==> config.mk <==
export PLATFORM = sky130hd
export DESIGN_NAME = chrono_ctrl
export DESIGN_NICKNAME = d
export VERILOG_FILES = /design/src/rtl/chrono_pkg.sv /design/src/rtl/bcd_digit.sv /design/src/rtl/chrono_ctrl.sv
export SDC_FILE = /design/constraint.sdc
export NUM_CORES = 1
export LEC_CHECK = 0
export ABC_AREA = 1
export CORE_MARGIN = 4
export CORE_UTILIZATION = 44
export CTS_BUF_LIST = sky130_fd_sc_hd__clkbuf_4
export DETAILED_ROUTE_END_ITERATION = 10
export PLACE_DENSITY = 0.71
export SLEW_MARGIN = 0
export SYNTH_ARGS = -nofsm -noshare
export SYNTH_HDL_FRONTEND = slang
export SYNTH_SLANG_ARGS = --single-unit
==> constraint.sdc <==
create_clock -name clk -period 4.2 [get_ports clk]
set_input_delay 0.42 -clock clk [delete_from_list [all_inputs] [get_ports clk]]
set_output_delay 0.42 -clock clk [all_outputs]
set_load 0.01 [all_outputs]
==> src/rtl/chrono_pkg.sv <==
// Shared types and constants for the chronometer controller: FSM states, BCD digit limits and widths.
package chrono_pkg;

   typedef enum logic [1:0] {
      IDLE  = 2'd0,
      RUN   = 2'd1,
      PAUSE = 2'd2
   } state_t;

   localparam int         DIGIT_W = 4;
   localparam logic [3:0] LIM_9   = 4'd9;
   localparam logic [3:0] LIM_5   = 4'd5;

   // Two-digit BCD encoding of a 0..99 integer, used for the minute limit compare.
   function automatic logic [7:0] to_bcd2(input int v);
      return {4'(v / 10), 4'(v % 10)};
   endfunction

endpackage

==> src/rtl/bcd_digit.sv <==
// One BCD digit counter: synchronous clear, increment enable, wraps to 0 after LIMIT with a carry-out.
module bcd_digit
   import chrono_pkg::*;
#(
   parameter logic [DIGIT_W-1:0] LIMIT = LIM_9
) (
   input  logic               clk,
   input  logic               rst_n,
   input  logic               clr,
   input  logic               inc,
   output logic [DIGIT_W-1:0] q,
   output logic               carry
);

   assign carry = inc && (q == LIMIT);

   // NOTE: sequential state uses non-blocking assignments so every flop samples pre-edge values.
   always_ff @(posedge clk) begin
      if (!rst_n) begin
         q <= '0;
      end else if (clr) begin
         q <= '0;
      end else if (inc) begin
         q <= (q == LIMIT) ? '0 : q + 4'd1;
      end
   end

endmodule

==> src/rtl/chrono_ctrl.sv <==
// Run/pause/clear chronometer controller accumulating 10 ms ticks into BCD MM:SS.CC.
// Optional lap-freeze display is enabled by defining CHRONO_LAP_EN.
module chrono_ctrl
   import chrono_pkg::*;
#(
   parameter int MIN_LIMIT    = 59,
   parameter bit STOP_ON_WRAP = 1'b0
) (
   input  logic        clk,
   input  logic        rst_n,
   input  logic        btn_ss,
   input  logic        btn_clr,
   input  logic        btn_lap,
   input  logic        tick_in,
   output logic        tick_start,
   output logic        tick_stop,
   output logic        running,
   output logic        rollover,
   output logic [23:0] time_bcd
);

   localparam logic [7:0] MIN_LIM_BCD = to_bcd2(MIN_LIMIT);

   state_t     state;
   logic       sat;
   logic [3:0] cs_o, cs_t, sec_o, sec_t, min_o, min_t;
   logic       c_cs_o, c_cs_t, c_sec_o, c_sec_t, c_min_o, unused_carry;
   logic       count_en, at_max, wrap, inc_cs, clr_digits;
   logic [23:0] live;

   assign live     = {min_t, min_o, sec_t, sec_o, cs_t, cs_o};
   assign count_en = (state == RUN) && tick_in && !btn_clr;
   assign at_max   = ({min_t, min_o} == MIN_LIM_BCD) && (sec_t == LIM_5) && (sec_o == LIM_9)
                     && (cs_t == LIM_9) && (cs_o == LIM_9);
   assign wrap     = count_en && at_max;
   // The max value is handled as a whole here, so the digit chain never has to know MIN_LIMIT.
   assign inc_cs     = count_en && !at_max;
   assign clr_digits = btn_clr || (wrap && !STOP_ON_WRAP);

   bcd_digit #(.LIMIT(LIM_9)) u_cs_o  (.clk, .rst_n, .clr(clr_digits), .inc(inc_cs),  .q(cs_o),  .carry(c_cs_o));
   bcd_digit #(.LIMIT(LIM_9)) u_cs_t  (.clk, .rst_n, .clr(clr_digits), .inc(c_cs_o),  .q(cs_t),  .carry(c_cs_t));
   bcd_digit #(.LIMIT(LIM_9)) u_sec_o (.clk, .rst_n, .clr(clr_digits), .inc(c_cs_t),  .q(sec_o), .carry(c_sec_o));
   bcd_digit #(.LIMIT(LIM_5)) u_sec_t (.clk, .rst_n, .clr(clr_digits), .inc(c_sec_o), .q(sec_t), .carry(c_sec_t));
   bcd_digit #(.LIMIT(LIM_9)) u_min_o (.clk, .rst_n, .clr(clr_digits), .inc(c_sec_t), .q(min_o), .carry(c_min_o));
   bcd_digit #(.LIMIT(LIM_9)) u_min_t (.clk, .rst_n, .clr(clr_digits), .inc(c_min_o), .q(min_t), .carry(unused_carry));

   always_ff @(posedge clk) begin
      if (!rst_n) begin
         state      <= IDLE;
         sat        <= 1'b0;
         tick_start <= 1'b0;
         tick_stop  <= 1'b1;
         running    <= 1'b0;
         rollover   <= 1'b0;
      end else begin
         tick_start <= 1'b0;
         rollover   <= wrap;
         if (btn_clr) begin
            state     <= IDLE;
            sat       <= 1'b0;
            tick_stop <= 1'b1;
            running   <= 1'b0;
         end else if (wrap && STOP_ON_WRAP) begin
            state     <= PAUSE;
            sat       <= 1'b1;
            tick_stop <= 1'b1;
            running   <= 1'b0;
         end else if (btn_ss && !sat) begin
            unique case (state)
               RUN: begin
                  state     <= PAUSE;
                  tick_stop <= 1'b1;
                  running   <= 1'b0;
               end
               default: begin
                  state      <= RUN;
                  tick_start <= 1'b1;
                  tick_stop  <= 1'b0;
                  running    <= 1'b1;
               end
            endcase
         end
      end
   end

`ifdef CHRONO_LAP_EN
   logic        freeze;
   logic [23:0] lap_q;

   always_ff @(posedge clk) begin
      if (!rst_n) begin
         freeze <= 1'b0;
      end else if (btn_clr) begin
         freeze <= 1'b0;
      end else if (btn_lap && (state == RUN)) begin
         freeze <= !freeze;
      end
   end

   // NOTE: lap_q is pure data, only visible while freeze is set, so it carries no reset.
   always_ff @(posedge clk) begin
      if (btn_lap && (state == RUN) && !freeze) begin
         lap_q <= live;
      end
   end

   assign time_bcd = freeze ? lap_q : live;
`else
   logic unused_lap;
   assign unused_lap = btn_lap;
   assign time_bcd   = live;
`endif

endmodule

==> results_dict.tcl <==
set metrics [dict create \
    cts_tree "built" \
    synthSimpleGateAreaFrac_pct 39.2 \
    crit_required_ps 4430 \
    synth_top_family_by_area "simple AND/OR/NAND/NOR gates" \
    postSynthAreaPerCell_um2 7.09 \
    crit_start "u_sec_t.q[0]" \
    dpl.hpwl_mm 2.17 \
    muxShareOfSynthArea_pct 0 \
    synthAdderAreaFrac_pct 0 \
    min_period_ps 1830 \
    cts_buffers 5 \
    first_pass_iters 4 \
    register_area_um2 581 \
    synth_nets 220 \
    clock_latency_ps 330 \
    reg2reg_from "u_sec_t.q[0]" \
    fill_cells 329 \
    synth_edf_count 0 \
    ys_warn_count 0 \
    path_max_fanout 12 \
    relSlewSlack_pct 76.3 \
    grt_pass1_vias 1304 \
    maxCapViolCount 0 \
    ant_nets 0 \
    worstMarginPinSlew_ps 356 \
    drive_gt1_share_pct 13.5 \
    ys_seq_area_share_pct 38.3 \
    grt_usage_pct 15.8 \
    internal_power_mw 0.371 \
    hold_class "reg -> reg" \
    gp_congestion 0.809 \
    final_cell_area_um2 1930 \
    start_kind "flop" \
    syn_to_final_growth_pct 27.0 \
    critical_path_class "reg -> reg" \
    grt_pass1_wl_mm 5.37 \
    antenna_found_initial 0 \
    synthArstFlopShare_pct 0 \
    htreeDepth 2 \
    chipWidth_um 66.7 \
    synth.distinct_cells 29 \
    fin_crit_sh_pct 43.6 \
    nNetsFinal 256 \
    die_y_um 66.7 \
    p_clk_share_pct 37.7 \
    combPwrFrac_pct 4.3 \
    fin_util_pct 57.8 \
    fin_skew_ps 2.56 \
    hold_depth 2 \
    clockBufferDepth 2 \
    grt_overflow 0 \
    crit_path_end_kind "flop" \
    dieArea_um2 4450 \
    status "completed" \
    initial_utilization_pct 45.5 \
    routedWlPerCell_um 9.93 \
    postCtsSetupBuffers 0 \
    synthFlopType "dfxtp_1" \
    critPathArrivalTime_ps 2060 \
    clock_sinks 29 \
    multi_input_area_um2 785 \
    portBuffers 32 \
    dpl_cell_area_um2 1870 \
    hold_violations 0 \
    synth_xor_area_share_pct 2.31 \
    ctsResizeCount 0 \
    regToRegEndpoint "u_min_o.q[3]" \
    syn_area_um2 1520 \
    power_frac_seq_pct 58.0 \
    vias 1418 \
    rsz0062_at_grt "no" \
    cts_root_buffer "clkbuf_4" \
    grt_max_degree 16 \
    viasPerCell 4.77 \
    r2r_cells 10 \
    fin_tns_setup_ps 0 \
    netlist_instances 214 \
    swShare_pct 22.4 \
    finalMaxSlewViolations 0 \
    synth_compound_area_share_pct 10.1 \
    cts_hold_buf 0 \
    drt_first_iter_violations 57 \
    rows 21 \
    io_pins 34 \
    setup_viol 0 \
    whs_endpoint "state[1]" \
    core_area_um2 3340 \
    switching_power_mw 0.107 \
    reg2reg_slack_ps 2370 \
    clk_pin_slew_ps 80 \
    p_per_area_nw_per_um2 248 \
    ys_ff_latch 29 \
    hp-start "state[1]" \
    drt_wl_total_mm 2.95 \
    max_freq_mhz 546 \
    irDropWorstVdd_mv 0.106 \
    p_leak_nw 0.666 \
    diodes 0 \
    drc_errors 0 \
]
[sequential cells by signal (all words and copies together) (netlist names)]
| register | cells |
|---|---|
| rollover | 1 |
| tick_stop | 1 |
| u_sec_o.q | 4 |
| u_cs_o.q | 4 |
| state | 2 |
| u_sec_t.q | 4 |
| u_cs_t.q | 4 |
| u_min_o.q | 4 |
| u_min_t.q | 4 |
| tick_start | 1 |
[metal layers]
layer	routed length [um]	vias up	GRT usage, %
met5	0	-	0
met4	59	0	7.61
met3	140	6	5.56
met2	1320	27	25.1
met1	1430	623	18.8
li1	-	762	-
[Yosys cell counts (3+ instances only)]
cell / n / area (um^2)
nand3_1: 14 / 70.1
dfxtp_1: 29 / 581
nand4_1: 6 / 37.5
nor2_1: 29 / 109
nor2_4: 3 / 33.8
nand2_1: 47 / 176
inv_1: 26 / 97.6
nor3_1: 6 / 30.0
o21ai_0: 5 / 25.0
a21oi_1: 16 / 80.1
inv_2: 6 / 22.5
nor2_2: 3 / 18.8
[metrics by stage]
step	power (mW)	hold WS [ps]	worst slack [ps]	instances
floorplan	0.296	442	2740	214
global placement	0.304	454	2090	289
detailed placement	0.305	454	2090	289
CTS	0.486	468	2360	297
global route	0.500	510	2170	297
finish	0.478	466	2370	297
[layout by cell type, fill, tap and decap left out]
cell type,netlist,routed
nand2_1,47,47
nand3b_1,1,1
clkinv_2,1,1
xnor2_1,2,2
nand3_1,14,14
a21oi_1,16,16
nand3_2,1,1
nand2b_4,1,1
a21oi_2,2,2
nand2_2,2,2
o211ai_1,1,1
nor2_4,3,3
inv_1,26,26
nor2_2,3,3
o22ai_1,1,1
clkbuf_4,0,8
nor3_4,1,1
dfxtp_1,29,29
o21ai_2,2,2
nand4_1,6,6
o21ai_0,5,5
clkdlybuf4s50_1,0,32
inv_2,6,6
xor2_1,2,2
nand2_4,1,1
nor3_1,6,6
nor2_1,29,29
or2_2,1,1
nand4_4,2,2
[critical path: stages (launching register included)]
cell	delay, ps
dfxtp_1	350
inv_1	80
nor2_1	50
nand2_1	90
inv_1	170
nand3_1	180
nand4_4	130
nor2_4	270
nand2_1	180
o21ai_0	180
nor2_1	50
[worst max path at each step]
stage	cells past startpoint	slack, ps	to
6_report	10	2370	u_min_o.q[3]
5_1_grt	10	2170	u_min_o.q[3]
4_1_cts	10	2360	u_min_o.q[3]
3_5_place_dp	8	2090	u_min_o.q[3]
3_3_place_gp	8	2090	u_min_o.q[3]
2_1_floorplan	7	2740	u_min_o.q[3]
[cell type report]
cell class / instances / area share (%)
multi-input combinational: 149 / 40.7
sequential: 29 / 30.1
timing repair buffer: 32 / 16.6
inverter: 33 / 6.49
clock buffer: 8 / 3.11
tap: 46 / 2.99
[power groups by stage]
stage | logic, mW | clock network (mW) | registers (mW)
2_1_floorplan | 0.0116 | 0 | 0.284
3_3_place_gp | 0.0208 | 0 | 0.284
3_5_place_dp | 0.0210 | 0 | 0.284
4_1_cts | 0.0210 | 0.188 | 0.277
5_1_grt | 0.0237 | 0.199 | 0.277
6_report | 0.0206 | 0.180 | 0.277
[kinds of logic after synthesis]
group / Yosys count
simple gates: 118
buf+inv: 36
flops: 29
compound gates: 27
xor+xnor: 4
No activity file was read; power rests on OpenSTA's default activity.
